$ cat src/rtl/d_not_pipe_if.sv
// Handshake bundle for d_not_pipe: producer side (in_*, inv_en) and consumer side (out_*, occ).
interface d_not_pipe_if #(
    parameter int WIDTH = 8,
    parameter int DEPTH = 3
);
    localparam int OCC_W = $clog2(DEPTH + 1);

    logic             in_valid;
    logic             in_ready;
    logic [WIDTH-1:0] in_data;
    logic             inv_en;
    logic             out_valid;
    logic             out_ready;
    logic [WIDTH-1:0] out_data;
    logic [OCC_W-1:0] occ;

    modport master (
        output in_valid, in_data, inv_en, out_ready,
        input  in_ready, out_valid, out_data, occ
    );

    modport slave (
        input  in_valid, in_data, inv_en, out_ready,
        output in_ready, out_valid, out_data, occ
    );
endinterface

$ cat src/rtl/d_not_pipe.sv
// WIDTH-bit, DEPTH-stage elastic register pipeline; beats are optionally
// complemented under INV_MASK at capture and travel with full backpressure.
module d_not_pipe #(
    parameter int               WIDTH    = 8,
    parameter int               DEPTH    = 3,
    parameter logic [WIDTH-1:0] INV_MASK = {WIDTH{1'b1}}
) (
    input logic        clk,
    input logic        rst,
    d_not_pipe_if.slave bus
);
    localparam int OCC_W = $clog2(DEPTH + 1);

    logic [DEPTH-1:0] v;
    logic [WIDTH-1:0] d [DEPTH];
    logic [DEPTH-1:0] rdy;
    logic [OCC_W-1:0] occ;
    logic             in_fire;
    logic             out_fire;

    // A stage may load when something downstream of it (or the consumer)
    // has room; the running OR keeps this a simple tail-to-head chain.
    always_comb begin
        logic room;
        // NOTE: every variable written here is given a value on every path,
        // so no latch can be inferred.
        room = bus.out_ready;
        rdy  = '0;
        for (int i = DEPTH - 1; i >= 0; i--) begin
            room   = room | ~v[i];
            rdy[i] = room;
        end
    end

    assign bus.in_ready  = rdy[0] & ~rst;
    assign in_fire       = bus.in_valid & bus.in_ready;
    assign out_fire      = v[DEPTH-1] & bus.out_ready;
    assign bus.out_valid = v[DEPTH-1];
    assign bus.out_data  = d[DEPTH-1];
    assign bus.occ       = occ;

    // NOTE: all state uses non-blocking assignments so every stage samples
    // its upstream neighbour's pre-edge value.
    always_ff @(posedge clk) begin
        if (rst) begin
            v   <= '0;
            occ <= '0;
            // NOTE: the data array is cleared too, so out_data reads 0 out of reset.
            for (int i = 0; i < DEPTH; i++) begin
                d[i] <= '0;
            end
        end else begin
            if (rdy[0]) begin
                v[0] <= bus.in_valid;
                if (bus.in_valid) begin
                    d[0] <= bus.inv_en ? (bus.in_data ^ INV_MASK) : bus.in_data;
                end
            end
            for (int i = 1; i < DEPTH; i++) begin
                if (rdy[i]) begin
                    v[i] <= v[i-1];
                    if (v[i-1]) begin
                        d[i] <= d[i-1];
                    end
                end
            end
            case ({in_fire, out_fire})
                2'b10:   occ <= occ + OCC_W'(1);
                2'b01:   occ <= occ - OCC_W'(1);
                default: occ <= occ;
            endcase
        end
    end
endmodule

$ cat src/flat_wrapper.sv
// flat-port wrapper written by rule: the top's interface ports become plain ports
module d_not_pipe_flat 
#(
    parameter int               WIDTH    = 8,
    parameter int               DEPTH    = 3,
    parameter logic [WIDTH-1:0] INV_MASK = {WIDTH{1'b1}}
)
  (clk, rst, bus_in_valid, bus_in_data, bus_inv_en, bus_out_ready, bus_in_ready, bus_out_valid, bus_out_data, bus_occ);
  d_not_pipe_if #(.WIDTH(WIDTH), .DEPTH(DEPTH)) bus_i ();
  input logic clk;
  input logic rst;
  input wire logic [$bits(bus_i.in_valid)-1:0] bus_in_valid;
  input wire logic [$bits(bus_i.in_data)-1:0] bus_in_data;
  input wire logic [$bits(bus_i.inv_en)-1:0] bus_inv_en;
  input wire logic [$bits(bus_i.out_ready)-1:0] bus_out_ready;
  output wire logic [$bits(bus_i.in_ready)-1:0] bus_in_ready;
  output wire logic [$bits(bus_i.out_valid)-1:0] bus_out_valid;
  output wire logic [$bits(bus_i.out_data)-1:0] bus_out_data;
  output wire logic [$bits(bus_i.occ)-1:0] bus_occ;
  assign bus_i.in_valid = bus_in_valid;
  assign bus_i.in_data = bus_in_data;
  assign bus_i.inv_en = bus_inv_en;
  assign bus_i.out_ready = bus_out_ready;
  assign bus_in_ready = bus_i.in_ready;
  assign bus_out_valid = bus_i.out_valid;
  assign bus_out_data = bus_i.out_data;
  assign bus_occ = bus_i.occ;
  d_not_pipe #(.WIDTH(WIDTH), .DEPTH(DEPTH), .INV_MASK(INV_MASK)) u_core (.clk(clk), .rst(rst), .bus(bus_i));
endmodule
$ cat config.mk
export PLATFORM = sky130hd
export DESIGN_NAME = d_not_pipe_flat
export DESIGN_NICKNAME = d
export VERILOG_FILES = /design/src/rtl/d_not_pipe_if.sv /design/src/rtl/d_not_pipe.sv /design/src/flat_wrapper.sv
export SDC_FILE = /design/constraint.sdc
export NUM_CORES = 1
export LEC_CHECK = 0
export ABC_AREA = 1
export CORE_MARGIN = 1
export CORE_UTILIZATION = 52
export DETAILED_ROUTE_END_ITERATION = 6
export HOLD_SLACK_MARGIN = 0.08
export MAX_ROUTING_LAYER = met4
export PLACE_DENSITY = 0.9
export SETUP_SLACK_MARGIN = 0.05
export SLEW_MARGIN = 30
export SYNTH_ARGS = -nofsm -noshare
export SYNTH_HDL_FRONTEND = slang
export SYNTH_SLANG_ARGS = --single-unit
$ cat constraint.sdc
create_clock -name clk -period 1.7 [get_ports clk]
set_input_delay 0.255 -clock clk [delete_from_list [all_inputs] [get_ports clk]]
set_output_delay 0.255 -clock clk [all_outputs]
set_load 0.01 [all_outputs]
==> qor.yml <==
outcome:
  outcome: "finished clean"
die:
  dieArea_mm2: 0.00304
  die_h_um: 55.2
  dieWidth_um: 55.2
  num_rows: 18
  start_util: 0.572
  core-area_mm2: 0.00257
  pin_count: 25
logic_synthesis:
  netlist_area_mm2: 0.00147
  yosysTopAreaCellShare: 0.491
  muxShareOfSynthArea: 0
  synth_xor_area_frac: 0.0477
  synth_fa_ha_area_frac: 0.00852
  synth_top_area_cell: "edfxtp_1"
  yosysUniqueCellTypes: 24
  synth_area_leaders: "edfxtp_1, a21oi_2, dfxtp_1"
  ys_warn_count: 0
  synth_seq_cells: 29
  seq_area_frac_synth: 0.559
  synth.avg_cell_area_um2: 11.8
  synth_compound_area_frac: 0.159
  synth_top_family_by_area: "compound AO/OA/AOI/OAI gates"
  yosys.area_share.simple: 0.0741
  syn_nets: 138
  syn_inst: 124
placement:
  finalWeightedCongestion: 0.778
  hpwlAfterDp_um: 1760
  pre_cts_slack_ns: -0.146
  io_buffer_count: 24
  dp.cells: 174
route:
  drt_iter0_markers: 19
  drc: 0
  dr.pass1.iters: 4
  antenna_left: 0
  wl_per_cell_um: 12.7
  drt-met1-wl_um: 870
  vias: 902
  wl_met2_um: 1270
  routed-wl-met3_um: 151
  vias_per_cell: 4.98
  wirelength_um: 2290
  top_layer_used: "met3"
power_and_ir_drop:
  seq_power_share: 0.578
  power_mw: 1.48
  p_switching_mw: 0.363
  p_per_area_mw_per_mm2: 828
  peakVddDrop_v: 0.000737
  p_clk_frac: 0.244
  intPower_mw: 1.12
  p_leak_nw: 0.698
  switching_share: 0.245
  comb_power_share: 0.178
global_route:
  grt_pass1_wl_um: 3910
  globalRouteOverflowTotal: 0
  track_usage: 0.203
  grt_max_degree: 17
  antenna_found_initial: 0
  grt_pass1_vias: 944
timing:
  period_share: 0.911
  fin_ws_ns: 0.152
  max_slew_margin: 0.716
  hold_violations: 0
  grt_setup_unrepaired: "false"
  fin_crit_ns: 1.55
  fmax_mhz: 646
  setup_viol: 0
  clock-skew-final_ns: 0.00493
  slew_violations: 0
  tightestPinTransition_ns: 0.425
min_path:
  hold_depth: 1
  hold_start: "u_core.bus.occ[0]"
  hold_path.class: "flip-flop to flip-flop"
  holdPathEnd: "u_core.bus.occ[0]"
cells_and_area:
  instances_no_fill: 181
  fill_cells: 195
  drive_above_1_share: 0.291
  num_antenna_cells: 0
  nets: 165
  areaGrowthSynthToFinish_pct: 22.0
clock_network:
  clock-sinks: 29
  cts_resized: 1
  root_buffer: "clkbuf_4"
  cts_tree: "done"
  worstSkewPairLatency_ns: 0.31
  ctsHoldBuffers: 0
  cts_buffers: 5
  htree_levels: 2
  post_cts_buffers: 0
  clockBufferDepth: 2
  clk_pin_slew_ns: 0.08
run:
  max_cap_violations: 0
critical_path:
  rrSetupSlack_ns: 0.34
  reg2reg_to: "u_core.bus.occ[1]"
  cp-start-kind: "input port"
  reg2reg_depth: 6
  critPathKind: "input port to output pin"
  r2r-start: "u_core.v[2]"
  cp-end-kind: "output pin"
  crit_fanout: 3
  required_ns: 1.44
  cp.arrival_ns: 1.29
worst max path at each step:
stage	from	endpoint	slack [ns]	cells past startpoint
CTS	u_core.v[2]	bus_in_ready	0.06	4
global placement	bus_out_ready	bus_in_ready	-0.07	6
detailed placement	bus_out_ready	bus_in_ready	-0.15	6
floorplan	u_core.v[2]	u_core.bus.occ[1]	0.16	7
finish	bus_out_ready	bus_in_ready	0.15	6
global route	u_core.v[2]	bus_in_ready	0.06	4
registers in the layout (all words and copies together) (netlist names):
| register | count |
|---|---|
| u_core.v | 3 |
| u_core.bus.occ | 2 |
| u_core.d | 24 |
critical path: stages:
cell and delay [ns]:
clkdlybuf4s50_1 0.43, inv_2 0.10, nand4_4 0.10, nand2_1 0.08, inv_1 0.04, dlygate4sd2_1 0.29
logic make-up after synthesis:
kind of cell,Yosys count
fa+ha+maj,1
buf+inv,37
xor+xnor,8
compound gates,30
simple gates,19
flops,29
Yosys cell counts, drive strengths merged:
library cell	count
xnor2	8
nand3	3
nand2	11
o21ai	1
buf	13
nor2	2
dfxtp	5
or2	1
a31oi	1
nand4	2
a21oi	28
edfxtp	24
ha	1
inv	24
power by group through the flow:
| stage | Clock, mW | Sequential, mW | Combinational (mW) |
|---|---|---|---|
| floorplan | 0 | 0.869 | 0.174 |
| global placement | 0 | 0.869 | 0.252 |
| finish | 0.363 | 0.857 | 0.264 |
| CTS | 0.374 | 0.856 | 0.266 |
| global route | 0.408 | 0.863 | 0.290 |
| detailed placement | 0 | 0.873 | 0.266 |
stage by stage:
| stage | cell area, um2 | TNS [ns] | util | hold slack, ns |
|---|---|---|---|---|
| after CTS | 1780 | 0 | 0.693 | 0.496 |
| after global routing | 1790 | 0 | 0.698 | 0.539 |
| after floorplan | 1470 | 0 | - | 0.324 |
| final | 1790 | 0 | 0.698 | 0.496 |
| after global placement | 1740 | -0.101 | 0.676 | 0.462 |
| after detailed placement | 1740 | -1.70 | 0.676 | 0.477 |
layout by cell type (no fill, tap or decap):
master / synthesis / final
a31oi_1: 1 / 1
a21oi_1: 8 / 8
clkbuf_4: 0 / 5
nand3_1: 1 / 1
nand3_4: 1 / 1
edfxtp_1: 24 / 24
xnor2_1: 8 / 8
a21oi_4: 1 / 1
clkbuf_1: 0 / 1
nor2_1: 2 / 2
nand4_4: 0 / 1
nand2_1: 10 / 10
inv_2: 0 / 1
o21ai_0: 1 / 1
dlygate4sd2_1: 0 / 1
clkdlybuf4s50_1: 0 / 23
clkinv_1: 0 / 1
dfxtp_2: 0 / 2
buf_4: 8 / 5
a21oi_2: 19 / 19
buf_12: 2 / 4
inv_1: 22 / 21
nand3_2: 1 / 1
nand4_1: 1 / 1
nand2_2: 1 / 1
or2_2: 1 / 1
ha_1: 1 / 1
dfxtp_1: 5 / 3
inv_4: 2 / 2
area by class of cell:
class / count / area [um2] / area share
clock buffer: 6 / 41.3 / 0.0230
clock inverter: 1 / 3.75 / 0.00209
inverter: 24 / 95.1 / 0.0531
multi-input combinational: 58 / 434 / 0.242
sequential: 29 / 823 / 0.459
tap: 30 / 37.5 / 0.0209
timing repair buffer: 33 / 357 / 0.199
layer usage:
| metal | vias up | track usage |
|---|---|---|
| li1 | 457 | - |
| met1 | 410 | 0.183 |
| met2 | 35 | 0.384 |
| met3 | 0 | 0.0574 |
| met4 | 0 | 0.100 |
| met5 | - | - |
(Power assumes the default switching activity.)
